--- src/rtl/rr_mux_arbiter.sv ---
// ---------------------------------------------------------------------------
// rr_mux_arbiter
//   Round-robin arbiter that owns the select of a 4-bit, 4:1 mux. Four
//   requesters raise req[i] and present data on a/b/c/d. The grant is
//   registered, so exactly one source reaches y at a time.
//
//   Optional feature macro: GRANT_TIMEOUT_EN
//     defined   - an owner that has held the grant for MAX_HOLD cycles is
//                 preempted when another request is pending.
//     undefined - the owner keeps the grant until it drops its own req.
//
// Ports
//   clk    in  1  system clock, rising edge
//   rst_n  in  1  asynchronous active-low reset
//   req    in  4  request per source (bit i pairs with a/b/c/d)
//   a..d   in  4  data of sources 0..3
//   grant  out 4  one-hot registered grant, 0 when idle
//   sel    out 2  registered mux select, holds last owner when idle
//   y      out 4  owner data when valid, else 0
//   valid  out 1  high while grant != 0
// ---------------------------------------------------------------------------
module rr_mux_arbiter #(
    parameter int MAX_HOLD = 8,
    parameter int CNT_W    = 3
) (
    input  logic       clk,
    input  logic       rst_n,
    input  logic [3:0] req,
    input  logic [3:0] a,
    input  logic [3:0] b,
    input  logic [3:0] c,
    input  logic [3:0] d,
    output logic [3:0] grant,
    output logic [1:0] sel,
    output logic [3:0] y,
    output logic       valid
);

    // Elaboration-time guard on the hold-counter configuration.
    if (MAX_HOLD < 2 || MAX_HOLD > (1 << CNT_W)) begin : g_bad_param
        $error("rr_mux_arbiter: MAX_HOLD must be in 2..2**CNT_W");
    end

    typedef enum logic {IDLE, OWN} state_t;

    state_t     state, state_nx;
    logic [3:0] grant_nx;
    logic [1:0] sel_nx;
    logic [1:0] last_owner, last_nx;
    logic [2:0] win;        // {found, index}
    logic       owner_req;
    logic       take;

    // Round-robin search starting one past the last owner; the last owner
    // itself is examined last, so it only wins when nobody else asks.
    function automatic logic [2:0] rr_pick(input logic [3:0] r, input logic [1:0] last);
        logic [2:0] res;
        logic [1:0] idx;
        res = 3'b000;
        for (int k = 1; k <= 4; k++) begin
            idx = last + k[1:0];
            if (!res[2] && r[idx]) res = {1'b1, idx};
        end
        return res;
    endfunction

    assign win       = rr_pick(req, last_owner);
    assign owner_req = |(req & grant);

`ifdef GRANT_TIMEOUT_EN
    localparam logic [CNT_W-1:0] HOLD_LAST = CNT_W'(MAX_HOLD - 1);

    logic [CNT_W-1:0] cnt, cnt_nx;
    logic             others;

    assign others = |(req & ~grant);
`endif

    // NOTE: every variable is given a default first so no path leaves one
    // unassigned, which would otherwise infer a latch.
    always_comb begin
        state_nx = state;
        grant_nx = grant;
        sel_nx   = sel;
        last_nx  = last_owner;
        take     = 1'b0;
`ifdef GRANT_TIMEOUT_EN
        cnt_nx   = cnt;
`endif
        case (state)
            IDLE: begin
                if (win[2]) take = 1'b1;
            end
            OWN: begin
                if (!owner_req) begin
                    if (win[2]) begin
                        take = 1'b1;
                    end else begin
                        state_nx = IDLE;
                        grant_nx = 4'b0000;
                    end
`ifdef GRANT_TIMEOUT_EN
                end else if (cnt == HOLD_LAST) begin
                    // Timeout: rotate if someone else waits, otherwise
                    // restart the hold window for the current owner.
                    if (others) take = 1'b1;
                    else        cnt_nx = '0;
                end else begin
                    cnt_nx = cnt + 1'b1;
`endif
                end
            end
            default: state_nx = IDLE;
        endcase

        if (take) begin
            state_nx = OWN;
            grant_nx = 4'b0001 << win[1:0];
            sel_nx   = win[1:0];
            last_nx  = win[1:0];
`ifdef GRANT_TIMEOUT_EN
            cnt_nx   = '0;
`endif
        end
    end

    // NOTE: state registers use non-blocking assignments so every register
    // samples the pre-edge values of its neighbours.
    always_ff @(posedge clk or negedge rst_n) begin
        if (!rst_n) begin
            state      <= IDLE;
            grant      <= 4'b0000;
            sel        <= 2'b00;
            last_owner <= 2'd3;     // source 0 is first in line after reset
        end else begin
            state      <= state_nx;
            grant      <= grant_nx;
            sel        <= sel_nx;
            last_owner <= last_nx;
        end
    end

`ifdef GRANT_TIMEOUT_EN
    always_ff @(posedge clk or negedge rst_n) begin
        if (!rst_n) cnt <= '0;
        else        cnt <= cnt_nx;
    end
`endif

    assign valid = |grant;

    // Combinational mux so owner data changes reach y in the same cycle.
    always_comb begin
        y = 4'b0000;
        if (valid) begin
            case (sel)
                2'd0:    y = a;
                2'd1:    y = b;
                2'd2:    y = c;
                default: y = d;
            endcase
        end
    end

endmodule

--- config.mk ---
export PLATFORM = sky130hd
export DESIGN_NAME = rr_mux_arbiter
export DESIGN_NICKNAME = d
export VERILOG_FILES = /design/src/rtl/rr_mux_arbiter.sv
export SDC_FILE = /design/constraint.sdc
export NUM_CORES = 1
export LEC_CHECK = 0
export BUFFER_PORTS_ARGS = -buffer_cell sky130_fd_sc_hd__buf_2
export CORE_MARGIN = 1.5
export CORE_UTILIZATION = 43
export CTS_CLUSTER_DIAMETER = 100
export DETAILED_ROUTE_END_ITERATION = 8
export PLACE_DENSITY_LB_ADDON = 0.3
export REMOVE_ABC_BUFFERS = 1
export SLEW_MARGIN = 20
export SYNTH_ARGS = -nofsm -noshare
export SYNTH_HDL_FRONTEND = slang
export SYNTH_SLANG_ARGS = --single-unit
export TNS_END_PERCENT = 5
--- constraint.sdc ---
create_clock -name clk -period 1.7 [get_ports clk]
set_input_delay 0.17 -clock clk [delete_from_list [all_inputs] [get_ports clk]]
set_output_delay 0.17 -clock clk [all_outputs]
set_load 0.1 [all_outputs]
==> run metrics <==
worst skew pair latency 0.26 ns; Synth async-reset ratio 1.000; Die H 40.99 um; CP Class reg -> out; WP data arrival 1.56 ns; proportion of layout cells with a drive suffix above 1 0.5376; Mapped Area 620.6 sq um; Final Hold Viols 0; Row Count 13; setup bufs post-CTS 0; vias per inst 5.639; fin. max-slew vios 0; hold path depth 2; Worst R2R Setup Slack 0.18 ns; largest net degree at the start of global routing 10; Yosys warning total 0; WHS Endpoint state; Starting Density 0.4710; number of H-tree levels 1; Nets 116; diodes inserted 0; EDFF count, synth 0; CTS tree built; reg2reg end sel[1]; die width 40.99 um; Synth Register Bits 9; Worst-Margin Slew 0.5149 ns; Critical Path Source Type flip-flop; die area 1680 sq um; vias in the first global route 552; register area 229.0 sq um; Worst path max stage delay 0.53 ns; max-cap viol count 0; clk slew on worst S/H paths 0.06 ns; P&R area growth vs syn 47.78%; CTS Buffer Depth 2; Setup violations, final 4; core area 1318 sq um; Slowest cell on crit path mux4_2; PortBufs 32; crit share post-route 1.015; relative slew slack 0.6524; CP Capture Type primary output; dpl hpwl 1115 um; Hold Crit Start req[2]; Worst Reg-to-Reg Cells 4; total gr overflow 0; PnR worst setup slack -0.02547 ns; WP data required 1.53 ns; wire per inst 15.23 um; Top FF cell, synth dfrtp_1; Filler cells 99; drt first pass iters 4; multi-input logic area 387.9 sq um; IO Pins 33; vias post-DR 609; first-pass GRT wire length 2442 um; DRC 0; Synth Instances 59; Antenna Nets Post-Route 0; clock skew 0.006522 ns; HP Class in -> reg; Yosys cell types 29; routed wire length 1645 um; Avg Cell Area, Syn 10.52 sq um; post-synthesis sequential area ratio 0.3669; Reg-to-Reg Start grant[0]; fin crit period 1.725 ns; DRT iter0 DRCs 10; RSZ-0062 raised after global routing true; aggregate global-route resource usage 0.2305; RD Place Congestion 0.6739; TritonCTS Buffers 3; worst path cell trace mux4_2, nor2b_4, buf_12; f_max 579.6 MHz; failing checks negative setup slack; CP Max Fanout 6; TritonCTS sink count 9; status complete, but fails checks; root buffer cell clkbuf_4; initial antenna violation count 0; setup TNS -0.06275 ns
==> sequential cells by signal, summed over array words and instances (netlist names) <==
signal,flops
grant,4
last_owner,2
sel,2
state,1
==> worst max-delay path, delay by kind of cell (launching register included) <==
family,cells,cell delay (ns)
flip-flops,1,0.45
multiplexers,1,0.53
buffers and inverters,1,0.16
AND/OR/NAND/NOR,1,0.15
==> metrics by stage <==
stage | setup WS, ns | area [sq um] | std cells | util | hold slack (ns)
floorplan | -1.240 | 590.6 | 55 | - | -0.1256
CTS | -0.02683 | 890.9 | 108 | 0.6762 | 0.2455
detailed placement | 0.07902 | 777.0 | 103 | 0.5897 | 0.03261
global placement | 0.09034 | 777.0 | 103 | 0.5897 | 0.02922
finish | -0.02547 | 917.1 | 108 | 0.6961 | 0.2650
global route | -0.07155 | 917.1 | 108 | 0.6961 | 0.2673
==> cell type report <==
class,instances,area share
multi-input combinational,43,0.4229
inverter,3,0.01228
timing repair buffer,34,0.2660
clock buffer,4,0.02865
sequential,9,0.2497
tap,15,0.02046
==> worst max path at each step <==
| stage | startpoint | end | cells after the start |
|---|---|---|---|
| finish | sel[0] | y[0] | 3 |
| global route | sel[0] | y[3] | 3 |
| CTS | sel[0] | y[2] | 3 |
| detailed placement | sel[0] | y[2] | 3 |
| global placement | sel[0] | y[1] | 3 |
| floorplan | sel[0] | y[0] | 2 |
==> layer usage <==
layer  track usage  vias to the layer above  share of wire
met4       0.07500                        0         0.0055
li1              -                      291              -
met2        0.3672                       15           0.55
met3       0.09783                        2          0.043
met1        0.2778                      301           0.40
met5             0                        -              0
==> synthesized netlist by cell type (all sizes together), types with 2 or more instances <==
library cell,instances,area share
dfrtp,7,0.28
nor2,3,0.018
nor2b,6,0.060
a21oi,4,0.032
dfstp,2,0.085
mux4,4,0.15
mux2i,2,0.032
o31ai,2,0.024
a22o,2,0.028
buf,3,0.042
a32o,2,0.032
o21ai,5,0.040
inv,3,0.018
==> layout by cell type, fill, tap and decap left out <==
| cell type | Yosys | routed |
|---|---|---|
| buf_4 | 0 | 1 |
| inv_1 | 3 | 3 |
| nor3_1 | 1 | 1 |
| o22ai_1 | 1 | 1 |
| a21oi_1 | 4 | 4 |
| o311ai_0 | 1 | 1 |
| buf_6 | 2 | 1 |
| o21a_1 | 1 | 1 |
| clkbuf_4 | 0 | 3 |
| buf_2 | 0 | 27 |
| nand2b_1 | 1 | 1 |
| or2_1 | 1 | 1 |
| nor2b_4 | 0 | 4 |
| a22o_1 | 2 | 2 |
| o31ai_1 | 2 | 2 |
| dfrtp_2 | 0 | 1 |
| nand2_1 | 1 | 1 |
| a32o_1 | 2 | 2 |
| and2_4 | 1 | 1 |
| mux2i_1 | 2 | 2 |
| o21ai_0 | 3 | 3 |
| mux4_2 | 4 | 4 |
| dfrtp_1 | 7 | 6 |
| or4_4 | 1 | 1 |
| dfstp_2 | 2 | 2 |
| buf_12 | 0 | 4 |
| or2b_1 | 1 | 1 |
| o311a_1 | 1 | 1 |
| nor2_1 | 3 | 3 |
| o21ai_1 | 2 | 2 |
| dlygate4sd3_1 | 0 | 1 |
| nor2b_1 | 6 | 2 |
| a21o_1 | 1 | 1 |
| nor4_2 | 0 | 1 |
| clkbuf_1 | 1 | 1 |
==> repair_timing <==
| action | in CTS | in global routing |
|---|---|---|
| hold buffers | 1 | 0 |
| pin swaps | 0 | 1 |
| endpoints found under the setup margin | 4 | 5 |
| gates resized for setup | 22 | 6 |
| gates cloned | 0 | 0 |
| endpoints found under the hold margin | 9 | 0 |
==> logic make-up (layout without fill, tap and decap cells) <==
logic type,Yosys count,count (layout),share of synthesized area
AOI/OAI and AO/OA,20,20,0.2218
buffers and inverters,7,41,0.06652
DFF,9,9,0.3669
muxes,6,6,0.1774
and+or+nand+nor,17,17,0.1674
Power is left out: the tool's default activity adds up to more than one toggle a clock period on the data nets, which glitch-free logic cannot reach.
